### src/rtl/vga_sync_rx_if.sv
// vga_sync_rx_if: display stream (hs/vs/prgb) into the monitor, recovered timing and pixel status out.
interface vga_sync_rx_if;
  logic        hs;
  logic        vs;
  logic [11:0] prgb;
  logic [10:0] x_rec;
  logic [9:0]  y_rec;
  logic        de;
  logic [11:0] pix_out;
  logic        locked;
  logic        frame_done;
  logic        err;
  logic [7:0]  err_cnt;
  logic [15:0] frame_sum;
  modport master (output hs, vs, prgb,
                  input x_rec, y_rec, de, pix_out, locked, frame_done, err, err_cnt, frame_sum);
  modport slave (input hs, vs, prgb,
                 output x_rec, y_rec, de, pix_out, locked, frame_done, err, err_cnt, frame_sum);
endinterface

### src/rtl/vga_sync_rx.sv
// vga_sync_rx: locks to the VGA stream timing, recovers x/y and active-window pixels, flags violations.
// Define FRAME_SUM_EN to build the per-frame active-pixel checksum on frame_sum.
module vga_sync_rx #(
  parameter int H_TOTAL     = 1040,
  parameter int V_TOTAL     = 666,
  parameter int HSW         = 120,
  parameter int LEFT_BOUND  = 184,
  parameter int RIGHT_BOUND = 983,
  parameter int UP_BOUND    = 29,
  parameter int DOWN_BOUND  = 628
) (
  input logic         pclk,
  input logic         rst,
  vga_sync_rx_if.slave io
);
  typedef enum logic [1:0] {SEARCH, ALIGN, LOCKED} state_t;
  state_t      state, state_n;
  logic        ok, ok_n;
  logic        hs_q, vs_q;
  logic [10:0] hc, hc_n;
  logic [9:0]  vc, vc_n;
  logic        hs_rise, hs_fall, vs_rise, viol;
  logic        err_n, fd_n, de_n;
  assign hs_rise = io.hs & ~hs_q;
  assign hs_fall = ~io.hs & hs_q;
  assign vs_rise = io.vs & ~vs_q;
  assign hc_n = hs_rise ? 11'd0 : hc == 11'h7ff ? hc : hc + 11'd1;
  assign vc_n = hs_rise & vs_rise ? 10'd0 : hs_rise & vc != 10'h3ff ? vc + 10'd1 : vc;
  // hc/vc hold the coordinates of the previous sample, so the checks compare against "last x/y"
  assign viol = (hs_rise & hc != 11'(H_TOTAL - 1))
              | (hs_fall & hc != 11'(HSW - 1))
              | (~hs_rise & hc == 11'(H_TOTAL - 1))
              | (vs_rise & (vc != 10'(V_TOTAL - 1) | ~hs_rise));
  always_ff @(posedge pclk or posedge rst)
    if (rst) begin
      state <= SEARCH;
      ok    <= 1'b0;
    end else begin
      state <= state_n;
      ok    <= ok_n;
    end
  // ok tracks whether the ALIGN frame measured so far has been clean
  always_comb begin
    state_n = state;
    ok_n    = ok;
    case (state)
      SEARCH: if (vs_rise) begin
        state_n = ALIGN;
        ok_n    = 1'b1;
      end
      ALIGN: if (vs_rise) begin
        state_n = ok & ~viol ? LOCKED : ALIGN;
        ok_n    = 1'b1;
      end else if (viol) ok_n = 1'b0;
      LOCKED: if (viol) state_n = SEARCH;
      default: state_n = SEARCH;
    endcase
  end
  always_comb begin
    err_n = state == LOCKED & viol;
    fd_n  = state == LOCKED & vs_rise & ~viol;
    de_n  = state_n == LOCKED
          & hc_n >= 11'(LEFT_BOUND) & hc_n <= 11'(RIGHT_BOUND)
          & vc_n >= 10'(UP_BOUND) & vc_n <= 10'(DOWN_BOUND);
  end
  assign io.locked = state == LOCKED;
  assign io.x_rec  = hc;
  assign io.y_rec  = vc;
  always_ff @(posedge pclk or posedge rst)
    if (rst) begin
      hs_q          <= 1'b1;
      vs_q          <= 1'b1;
      hc            <= '0;
      vc            <= '0;
      io.de         <= 1'b0;
      io.pix_out    <= '0;
      io.err        <= 1'b0;
      io.frame_done <= 1'b0;
      io.err_cnt    <= '0;
    end else begin
      hs_q          <= io.hs;
      vs_q          <= io.vs;
      hc            <= hc_n;
      vc            <= vc_n;
      io.de         <= de_n;
      io.pix_out    <= de_n ? io.prgb : 12'h000;
      io.err        <= err_n;
      io.frame_done <= fd_n;
      io.err_cnt    <= io.err_cnt + {7'd0, err_n & io.err_cnt != 8'hff};
    end
`ifdef FRAME_SUM_EN
  logic [15:0] acc;
  always_ff @(posedge pclk or posedge rst)
    if (rst) begin
      acc          <= '0;
      io.frame_sum <= '0;
    end else if (io.frame_done) begin
      io.frame_sum <= acc;
      acc          <= '0;
    end else if (!io.locked) acc <= '0;
    else if (io.de) acc <= acc + {4'h0, io.pix_out};
`else
  assign io.frame_sum = 16'h0000;
`endif
endmodule

### src/flat_wrapper.sv
// flat-port wrapper written by rule: the top's interface ports become plain ports
module vga_sync_rx_flat 
#(
  parameter int H_TOTAL     = 1040,
  parameter int V_TOTAL     = 666,
  parameter int HSW         = 120,
  parameter int LEFT_BOUND  = 184,
  parameter int RIGHT_BOUND = 983,
  parameter int UP_BOUND    = 29,
  parameter int DOWN_BOUND  = 628
)
  (pclk, rst, io_hs, io_vs, io_prgb, io_x_rec, io_y_rec, io_de, io_pix_out, io_locked, io_frame_done, io_err, io_err_cnt, io_frame_sum);
  vga_sync_rx_if io_i ();
  input logic pclk;
  input logic rst;
  input wire logic [$bits(io_i.hs)-1:0] io_hs;
  input wire logic [$bits(io_i.vs)-1:0] io_vs;
  input wire logic [$bits(io_i.prgb)-1:0] io_prgb;
  output wire logic [$bits(io_i.x_rec)-1:0] io_x_rec;
  output wire logic [$bits(io_i.y_rec)-1:0] io_y_rec;
  output wire logic [$bits(io_i.de)-1:0] io_de;
  output wire logic [$bits(io_i.pix_out)-1:0] io_pix_out;
  output wire logic [$bits(io_i.locked)-1:0] io_locked;
  output wire logic [$bits(io_i.frame_done)-1:0] io_frame_done;
  output wire logic [$bits(io_i.err)-1:0] io_err;
  output wire logic [$bits(io_i.err_cnt)-1:0] io_err_cnt;
  output wire logic [$bits(io_i.frame_sum)-1:0] io_frame_sum;
  assign io_i.hs = io_hs;
  assign io_i.vs = io_vs;
  assign io_i.prgb = io_prgb;
  assign io_x_rec = io_i.x_rec;
  assign io_y_rec = io_i.y_rec;
  assign io_de = io_i.de;
  assign io_pix_out = io_i.pix_out;
  assign io_locked = io_i.locked;
  assign io_frame_done = io_i.frame_done;
  assign io_err = io_i.err;
  assign io_err_cnt = io_i.err_cnt;
  assign io_frame_sum = io_i.frame_sum;
  vga_sync_rx #(.H_TOTAL(H_TOTAL), .V_TOTAL(V_TOTAL), .HSW(HSW), .LEFT_BOUND(LEFT_BOUND), .RIGHT_BOUND(RIGHT_BOUND), .UP_BOUND(UP_BOUND), .DOWN_BOUND(DOWN_BOUND)) u_core (.pclk(pclk), .rst(rst), .io(io_i));
endmodule
### config.mk
export PLATFORM = sky130hd
export DESIGN_NAME = vga_sync_rx_flat
export DESIGN_NICKNAME = d
export VERILOG_FILES = /design/src/rtl/vga_sync_rx_if.sv /design/src/rtl/vga_sync_rx.sv /design/src/flat_wrapper.sv
export SDC_FILE = /design/constraint.sdc
export NUM_CORES = 1
export LEC_CHECK = 0
export BUFFER_PORTS_ARGS = -buffer_cell sky130_fd_sc_hd__buf_2
export CAP_MARGIN = 10
export CORE_ASPECT_RATIO = 1.75
export CORE_MARGIN = 5
export CORE_UTILIZATION = 50
export CTS_CLUSTER_SIZE = 14
export DETAILED_ROUTE_END_ITERATION = 8
export GPL_TIMING_DRIVEN = 0
export PLACE_DENSITY = 0.79
export SLEW_MARGIN = 30
export SYNTH_ARGS = -nofsm -noshare
export SYNTH_HDL_FRONTEND = slang
export SYNTH_SLANG_ARGS = --single-unit
### constraint.sdc
create_clock -name pclk -period 2.9 [get_ports pclk]
set_clock_uncertainty 0.1 [all_clocks]
set_input_delay 0.58 -clock pclk [delete_from_list [all_inputs] [get_ports pclk]]
set_output_delay 0.58 -clock pclk [all_outputs]
set_load 0.02 [all_outputs]
==> results by group, run 1 <==
Status
  • Outcome: finished, final reports clean

Global routing
  • Global-route wire length before repair: 10.3 mm
  • GRT Total Usage: 18.5%
  • Vias in the first global route: 2212
  • Initial antenna violation count: 0
  • Total grt overflow: 0
  • Largest net degree at the start of global routing: 50

Final layout
  • Fin nets: 376
  • Final Core Density: 63.6%
  • Layout area overhead: 23.9%
  • Layout cells sized above 1: between 30% and 40%
  • Fill cells: ~450
  • # diodes: 0

STA
  • Final setup vio count: 0
  • Final worst-path cycle share: 95.5%
  • Min Tclk post-route: approximately 2800 ps
  • Slew @ Worst Pin: 587 ps
  • Slew Viols, Final: 0
  • Worst setup margin: 129 ps
  • Slew HR: 60.9%
  • Fmax: 0.361 GHz
  • Endpoints failing hold: 0

Detailed routing
  • Antenna Nets Post-Route: 0
  • DRC viols: 0
  • Pre-antenna DRT Iters: 4
  • Via density: 5.51
  • DR iter-0 viols: 77
  • WL/cell: 14.7 um
  • Vias: 2369
  • Drt total wl: 6.30 mm

Floorplanning
  • Die Wd: 65.8 um
  • Rows: 35
  • Die footprint: roughly 0.0071 mm^2
  • Die Span Y: 108 um
  • Core region area: 0.00530 mm^2
  • Starting Density: 51.3%
  • Num ports: 77

Place
  • HPWL after DPL: 4.74 mm
  • Pre-CTS setup slack: -255 ps
  • GPL Wtd Cong: 0.949
  • PortBufs: 60

Clocking
  • Longest Clk Path Bufs: 2
  • CTS Buf Count: 5
  • Clk Latency, worst-skew pair: 310 ps
  • Number of clock sinks: 49
  • CTS clock-pin slew for the worst setup and hold paths: 90 ps
  • H-tree Lvls: 2
  • CTS tree: yes
  • Clock Tree Root: clkbuf_8

Worst setup path
  • FF-to-FF path depth: 10
  • Crit-path slowest cell: or4b_4
  • CP startpoint kind: flip-flop
  • Cells along the critical path: ha_4 > and3_1 > buf_4 > nand3_1 > mux2i_2 > nor4_1 > a22o_1 > or4b_4 > buf_6 > nor3b_2
  • CP arrival: 2900 ps
  • CP max FO: 10
  • CP Buf/Inv Count: 2
  • Critical path class: reg2reg
  • Slowest cell delay on critical path: 550 ps
  • R2r endpoint: u_core.io.pix_out[3]
  • CP top delay family: simple AND/OR/NAND/NOR gates
  • Reg2Reg Launch Point: u_core.io.x_rec[1]
  • Setup crit end kind: flip-flop
  • FF-to-FF setup slack: 130 ps
  • Critical Path RT: 3030 ps

Logic synthesis
  • Most frequent cell after synthesis: dfrtp_1
  • Synth Register Bits: a little under 50
  • Async SR Flop Fraction: 100%
  • Post-synth top flop: dfrtp_1
  • Yosys cell types: 61
  • Synth cell count leaders: dfrtp_1, buf_4, nand3_1, nor2_1, nand2_1
  • Largest cells by area after synthesis: dfrtp_1, buf_4, nor3b_2, nand3_1, ha_1
  • Post-synthesis sequential area ratio: 45.2%
  • Post-Synthesis Cell Area: roughly 0.0027 mm^2
  • Number of synthesis warnings: 0
  • Post-synth EDFFs: 0
  • Mapped Cells: 269
  • Largest area contributor in the netlist: dfrtp_1
  • Synth top area share: 43.2%
  • Mean post-synth cell area: 10.1 um^2

Job
  • Max-cap check violation count: 0

Pwr
  • Power per cell area: ~490 mW/mm^2
  • VDD IR-drop max: 0.477 mV
  • Leakage power: 1.68 nW

Hold path
  • Hold WC Path Type: in2async
## how the worst max path moves through the flow
stage | start | to | slack (ps) | depth (start not counted)
global route | io_hs | u_core.io.pix_out[10] | -7 | 10
global placement | io_hs | u_core.io.pix_out[7] | -150 | 10
finish | u_core.io.x_rec[1] | u_core.io.pix_out[3] | 130 | 10
CTS | u_core.io.y_rec[0] | u_core.io.pix_out[3] | 2 | 9
detailed placement | io_hs | u_core.io.pix_out[10] | -260 | 10
floorplan | u_core.io.x_rec[0] | u_core.io.pix_out[10] | 170 | 10
## cells in the final DEF, fill, tap and decap left out, types with 3 or more instances in the layout
cell / netlist / layout
conb_1: 1 / 16
a21o_1: 3 / 3
xnor2_1: 7 / 6
o21ai_0: 10 / 10
dfrtp_2: 0 / 3
clkbuf_8: 0 / 5
and3_1: 8 / 8
inv_1: 10 / 9
or3_1: 3 / 3
nor3b_2: 9 / 9
a31oi_1: 4 / 4
mux2i_1: 4 / 3
xor2_1: 3 / 3
nand3_1: 17 / 17
a21oi_1: 6 / 5
nor2_1: 16 / 16
nand4_1: 7 / 7
nand2b_1: 5 / 5
nor4_1: 4 / 4
nor3b_1: 3 / 3
and2_1: 4 / 4
nand2_1: 15 / 14
buf_4: 17 / 22
nor3_1: 7 / 7
buf_2: 6 / 64
dfrtp_1: 47 / 44
## registers in the layout, indices dropped and copies added (netlist names)
register / count
u_core.io.y_rec: 10
u_core.vs_q: 1
u_core.state: 2
u_core.io.err_cnt: 8
u_core.io.frame_done: 1
u_core.hs_q: 1
u_core.io.x_rec: 11
u_core.ok: 1
u_core.io.de: 1
u_core.io.err: 1
u_core.io.pix_out: 12
## cell type report
type                       count  area (um^2)  share of cell area [%]
sequential                    49         1230                    36.6
inverter                      10         40.0                    1.19
multi-input combinational    199         1400                    41.4
clock inverter                 3         21.3                   0.631
buffer                        26          189                    5.61
timing repair buffer          64          330                    9.80
clock buffer                   5         68.8                    2.04
tap                           74         92.6                    2.75
## timing repair
action | CTS | global route
pin swaps | 0 | 4
setup endpoints to repair | 10 | 16
resized for setup | 5 | 13
setup buffers | 0 | 4
hold buffers | 0 | 0
cloned | 0 | 0
## kinds of logic after synthesis
logic type                 share of synthesized area, %
and+or+nand+nor                                    26.4
AOI/OAI and AO/OA                                  13.1
DFF                                                45.2
buffers and inverters                              8.14
xor gates and xnor gates                           3.22
adders and majority gates                          2.30
muxes                                              1.47
other                                             0.138
## per-stage QoR
stage / TNS [ps] / cell area (um^2) / hold slack [ps] / total power, mW / cells
3_3_place_gp: -1520 / 3170 / 372 / 1.19 / 418
5_1_grt: -12.5 / 3370 / 259 / 1.75 / 430
4_1_cts: 0 / 3280 / 261 / 1.62 / 426
6_report: 0 / 3370 / 234 / 1.64 / 430
2_1_floorplan: 0 / 2780 / 353 / 1.09 / 284
3_5_place_dp: -2490 / 3170 / 387 / 1.21 / 418
## where the power goes
| part | switching, mW | internal [mW] |
|---|---|---|
| sequential | 0.0960 | 0.745 |
| clock | 0.237 | 0.171 |
| combinational | 0.238 | 0.156 |
## metal layers
layer | GRT usage, % | part of all wire [%] | vias up
li1 | - | - | 1122
met5 | 0 | 0 | -
met4 | 8.90 | 2.2 | 0
met1 | 21.6 | 37 | 1136
met2 | 31.5 | 54 | 95
met3 | 3.66 | 6.6 | 16
Power figures use the tool's default switching activity.
==> run 2: changes to the inputs <==
--- a/config.mk
+++ b/config.mk
@@ -8,7 +8,6 @@
 export BUFFER_PORTS_ARGS = -buffer_cell sky130_fd_sc_hd__buf_2
 export CAP_MARGIN = 10
 export CORE_ASPECT_RATIO = 1.75
-export CORE_MARGIN = 5
 export CORE_UTILIZATION = 50
 export CTS_CLUSTER_SIZE = 14
 export DETAILED_ROUTE_END_ITERATION = 8
==> run 2 against run 1 <==
Compared with the run above:
- the flow now finishes with violations (DRC)
- clock-buffer cell count grew 1
- utilization fell by 0.23 points
- global-route usage is 2.8 points higher
- combinational power is essentially flat
- non-clock buffer count decreased by 1
- design area shrank 1.2%
- wire length is 3.3% lower
- total power fell by 0.67%
- first-iteration DRC count grew 10%
==> results by group, run 2 (same netlist as run 1, synthesis figures left out) <==
Global routing
  • GRT met3 Usage: 4.68%
  • Total grt overflow: 0
  • Initial antenna violation count: 0
  • GRT Max-Usage Layer: met2
  • GRT Total Usage: 21.3%
  • Grt met1 use: 21.7%
  • Global-route wire length before repair: between 9 and 10 mm
  • Largest net degree at the start of global routing: 50
  • Vias in the first global route: 2144
  • Met2 GRT Util: 40.1%

Clocking
  • Clock Tree Root: clkbuf_8
  • H-tree Lvls: 2
  • Longest Clk Path Bufs: 2
  • CTS clock-pin slew for the worst setup and hold paths: 90 ps
  • Number of clock sinks: 49
  • CTS tree: yes
  • Clk Latency, worst-skew pair: 300 ps
  • CTS Buf Count: 5
  • Post-cts hold buffer count: 0

Place
  • HPWL after DPL: 4.44 mm
  • PortBufs: 60
  • Pre-CTS setup slack: -209 ps
  • GPL Wtd Cong: ~0.96
  • Inst Count DP: 399

Floorplanning
  • Rows: 35
  • Num ports: between 70 and 80
  • Die Span Y: 99.6 um
  • Starting Density: 51.8%
  • Die footprint: 0.00575 mm^2
  • Core region area: between 0.005 and 0.006 mm^2
  • Die Wd: 57.8 um

STA
  • Hold Slack: 245 ps
  • Slew Viols, Final: 0
  • Min Tclk post-route: 2800 ps
  • Worst setup margin: 102 ps
  • Final setup vio count: 0
  • Slew HR: 61.1%
  • Setup TNS: 0 ps
  • RSZ-0062 raised after global routing: no
  • Endpoints failing hold: 0
  • Final worst-path cycle share: 96.5%
  • Slew @ Worst Pin: 583 ps
  • Fmax: 0.357 GHz

Final layout
  • Most frequent cells in the layout: buf_2, dfrtp_1, buf_4
  • Layout cells sized above 1: a little under two fifths
  • Fill cells: 429
  • Layout area overhead: 22.4%
  • Final cell count without fillers: 410
  • Largest register FFs: 12
  • Most common cell after layout, fill and taps aside: buf_2
  • Largest Register: u_core.io.pix_out
  • # diodes: 0
  • Fin nets: 375

Worst setup path
  • Worst Setup EP: u_core.io.pix_out[7]
  • Reg2Reg Launch Point: u_core.hs_q
  • FF-to-FF path depth: 9
  • Cells along the critical path: nand2b_1 > buf_2 > o21ai_1 > a31oi_1 > nand4_1 > a22o_1 > or4b_4 > buf_6 > nor3b_2
  • Critical Path RT: 3030 ps
  • CP startpoint: u_core.hs_q
  • Crit-path slowest cell: dfstp_2
  • Slowest cell delay on critical path: 570 ps
  • CP Buf/Inv Count: 2
  • Critical path class: reg2reg
  • CP top delay family: simple AND/OR/NAND/NOR gates
  • CP arrival: 2930 ps
  • FF-to-FF setup slack: around 100 ps
  • R2r endpoint: u_core.io.pix_out[7]
  • Worst path depth: 9
  • CP startpoint kind: flip-flop
  • Setup crit end kind: flip-flop
  • CP max FO: 10

Status
  • Outcome: complete, but fails checks
  • Failing checks: DRC

Pwr
  • P_int: 1.07 mW
  • Comb pwr share: 24.1%
  • Leakage power: 1.67 nW
  • Register share of total power: 51.3%
  • Clock share of power: about a quarter
  • Post-layout total power: 1.63 mW
  • VDD IR-drop max: 0.342 mV
  • Switching share of power: 34.4%
  • Switching power: 0.562 mW
  • Power per cell area: 490 mW/mm^2

Detailed routing
  • WL/cell: around 15 um
  • Antenna Nets Post-Route: 0
  • Via density: approximately 5.7
  • Vias: 2351
  • DRC viols: 10
  • DR iter-0 viols: 85
  • Drt total wl: between 6 and 7 mm
  • Pre-antenna DRT Iters: 7

Job
  • Max-cap check violation count: 0

Hold path
  • Hold WC Path Type: in2async
==> run 2: cell count changes in the layout (fill, tap and decap cells not counted), sizes merged <==
cell / previous run / this run
clkinv: 1 / 0
clkinvlp: 1 / 2
inv: 11 / 10
==> run 2: worst register-to-register path: stages (launching register included) <==
cell and delay (ps):
dfstp_2 570, nand2b_1 180, buf_2 250, o21ai_1 100
a31oi_1 270, nand4_1 130, a22o_1 240, or4b_4 550
buf_6 170, nor3b_2 160
==> run 2: final cells by class <==
cell class              instances  area, um^2  share of cell area [%]
multi-input cells             199        1390                    41.8
repair buffers                 63         323                    9.69
clock inverters                 2        15.0                   0.451
clock buffers                   6        72.6                    2.18
well taps                      55        68.8                    2.07
inverters                      10        40.0                    1.20
flip-flops and latches         49        1230                    37.0
plain buffers                  26         188                    5.63
==> run 2: worst min-delay path by stage <==
| stage | to | cells after the start | slack, ps |
|---|---|---|---|
| after floorplan | u_core.state[0] | 1 | 350 |
| after global placement | u_core.state[0] | 1 | 370 |
| after detailed placement | u_core.io.err_cnt[6] | 1 | 380 |
| after CTS | u_core.state[1] | 2 | 280 |
| after global routing | u_core.vs_q | 1 | 270 |
| final | u_core.io.pix_out[11] | 2 | 250 |
==> run 2: repair_timing <==
action,in CTS,in global routing
resized for setup,3,15
setup buffers,0,3
setup endpoints to repair,10,16
pin swaps,0,2
==> run 2: metrics by stage <==
stage / util, % / instance area (um^2)
2_1_floorplan: - / 2780
3_3_place_gp: 59.9 / 3150
3_5_place_dp: 59.9 / 3150
4_1_cts: 61.9 / 3250
5_1_grt: 63.4 / 3330
6_report: 63.4 / 3330
==> run 2: power groups by stage <==
stage,registers (mW),clock network [mW],logic [mW]
after floorplan,0.889,0,0.197
after global placement,0.840,0,0.353
after detailed placement,0.844,0,0.361
after CTS,0.830,0.406,0.369
after global routing,0.848,0.437,0.429
final,0.838,0.402,0.393
==> run 2: layer usage <==
metal	up-vias	routed length (um)	part of all wire, %
li1	1119	-	-
met1	1108	2250	37
met2	114	3300	54
met3	10	418	6.9
met4	0	121	2.0
met5	-	0	0
==> run 3: changes to the inputs <==
--- a/config.mk
+++ b/config.mk
@@ -9,9 +9,11 @@
 export CAP_MARGIN = 10
 export CORE_ASPECT_RATIO = 1.75
 export CORE_UTILIZATION = 50
+export CTS_BUF_LIST = sky130_fd_sc_hd__clkbuf_8
 export CTS_CLUSTER_SIZE = 14
 export DETAILED_ROUTE_END_ITERATION = 8
 export GPL_TIMING_DRIVEN = 0
+export MAX_ROUTING_LAYER = met4
 export PLACE_DENSITY = 0.79
 export SLEW_MARGIN = 30
 export SYNTH_ARGS = -nofsm -noshare
==> constraint.sdc (replaced) <==
create_clock -name pclk -period 2.9 [get_ports pclk]
set_clock_uncertainty 0.1 [all_clocks]
set_input_delay 0.58 -clock pclk [delete_from_list [all_inputs] [get_ports pclk]]
set_output_delay 0.58 -clock pclk [all_outputs]
set_load 0.005 [all_outputs]
==> run 3 against run 2 <==
Compared with the run above:
- the run still ends with DRC left
- first-iteration DRC count down 2.4%
- non-clock buffer count unchanged
- clock power up 25%
- global-route usage up 0.56 points
- wire length down 1.3%
- die area unchanged
- cell count unchanged
- sequential cell count unchanged
- sequential share of layout area down 0.32 points
- critical path depth down 1
- setup slack worse by 11 ps
- via count down 2.1%
==> results by group, run 3 (same netlist as run 1, synthesis figures left out) <==
Status
  • Outcome: complete, but fails checks
  • Failing checks: DRC

Pwr
  • VDD IR-drop max: 0.335 mV
  • Power per cell area: 492 mW/mm^2
  • Leakage power: 1.68 nW

STA
  • Slew Viols, Final: 0
  • Worst setup margin: 90.9 ps
  • Endpoints failing hold: 0
  • RSZ-0062 raised after global routing: no
  • Slew HR: ~61%
  • Final worst-path cycle share: 96.9%
  • Fmax: 0.356 GHz
  • Final setup vio count: 0
  • Hold Slack: 255 ps
  • Min Tclk post-route: approximately 2800 ps
  • Slew @ Worst Pin: approximately 600 ps

Worst setup path
  • Slowest cell delay on critical path: around 540 ps
  • Critical path class: reg2reg
  • CP startpoint kind: flip-flop
  • CP arrival: approximately 3000 ps
  • Critical Path RT: 3010 ps
  • Crit-path slowest cell: or4b_4
  • Setup crit end kind: flip-flop
  • Cells along the critical path: nand4_1 > nor3_1 > mux2i_1 > nor4_2 > a22o_1 > or4b_4 > buf_6 > nor3b_2
  • CP max FO: 10

Clocking
  • Longest Clk Path Bufs: 2
  • Clock Tree Root: clkbuf_8
  • CTS Buf Count: 5
  • Clk Latency, worst-skew pair: 300 ps
  • CTS clock-pin slew for the worst setup and hold paths: 90 ps
  • H-tree Lvls: 2
  • CTS tree: yes
  • Number of clock sinks: 49

Global routing
  • Global-route wire length before repair: roughly 9.5 mm
  • Total grt overflow: 0
  • GRT Total Usage: 21.8%
  • Vias in the first global route: 2123
  • Largest net degree at the start of global routing: 50
  • Initial antenna violation count: 0

Floorplanning
  • Rows: 35
  • Die footprint: 0.00575 mm^2
  • Num ports: 77
  • Die Wd: 57.8 um
  • Core region area: between 0.005 and 0.006 mm^2
  • Die Span Y: 99.6 um
  • Starting Density: 51.8%

Job
  • Max-cap check violation count: 0

Final layout
  • Largest register FFs: 12
  • Fin nets: 375
  • Multi-input logic area: 0.00139 mm^2
  • Largest Register: u_core.io.pix_out
  • Layout cells sized above 1: 38.0%
  • Most frequent cells in the layout: buf_2, dfrtp_1, buf_4
  • # diodes: 0
  • Register area: approximately 0.0012 mm^2
  • Layout area overhead: 23.5%
  • Fill cells: 457
  • Most common cell after layout, fill and taps aside: buf_2

Detailed routing
  • DRC viols: 10
  • Met2 wire len: 3.27 mm
  • Vias: ~2.3k
  • DR iter-0 viols: 83
  • Antenna Nets Post-Route: 0
  • WL met1: 2.35 mm
  • Met3 Wirelength: 314 um
  • Pre-antenna DRT Iters: 7
  • WL/cell: around 15 um
  • Top sig layer: met4
  • Drt total wl: about 6.0 mm
  • Via density: 5.61

Place
  • PortBufs: 60
  • Pre-CTS setup slack: -227 ps
  • HPWL after DPL: 4.37 mm
  • GPL Wtd Cong: between 0.9 and 1

Hold path
  • Hold WC Path Type: in2async
run 3: final cells by class:
class	instances	area share, %
Clock buffer	6	2.46
Buffer	26	5.59
Inverter	10	1.19
Tap cell	55	2.05
Sequential cell	49	36.7
Clock inverter	2	1.12
Timing Repair Buffer	63	9.61
Multi-Input combinational cell	199	41.3
run 3: worst max-delay path: cells and delay by family, from the launching register on:
family	cells	cell delay, ps
and+or+nand+nor	5	1330
DFF	1	520
muxes	1	370
AOI/OAI and AO/OA	1	220
buffers and inverters	1	170
run 3: repair_timing:
action / in CTS / in global routing
pin swaps: 0 / 2
hold buffers: 0 / 0
endpoints found under the setup margin: 10 / 17
setup buffers: 0 / 3
resized for setup: 3 / 14
run 3: stage by stage:
stage | std cells | power (mW) | utilization [%] | cell area [um^2] | setup TNS [ps]
6_report | 410 | 1.65 | 63.9 | 3360 | 0
3_5_place_dp | 399 | 1.13 | 59.9 | 3150 | -2190
5_1_grt | 410 | 1.74 | 63.9 | 3360 | 0
4_1_cts | 407 | 1.64 | 62.5 | 3280 | 0
3_3_place_gp | 399 | 1.12 | 59.9 | 3150 | -1740
2_1_floorplan | 284 | 1.01 | - | 2780 | 0
run 3: layer usage:
metal / vias to the layer above / track usage (%)
met2: 94 / 38.3
met3: 7 / 3.77
li1: 1123 / -
met1: 1077 / 23.9
met4: 0 / 8.97
met5: - / -
run 3: path summary, 6_finish.rpt:
path	slack [ps]	cells past startpoint	endpoint	from
min in group pclk	290	1	u_core.vs_q	io_vs
max in group asynchronous	2020	2	u_core.io.y_rec[0]	rst
setup / recovery	90	8	u_core.io.pix_out[8]	u_core.io.x_rec[3]
setup reg to reg	90	8	u_core.io.pix_out[8]	u_core.io.x_rec[3]
hold reg to reg	390	1	u_core.io.err_cnt[6]	u_core.io.err_cnt[6]
hold / removal	250	2	u_core.io.pix_out[6]	rst
run 3: power by group:
group	switching [mW]	total [mW]	internal [mW]
Clock	0.224	0.504	0.280
Combinational	0.163	0.315	0.152
Sequential	0.0894	0.834	0.745
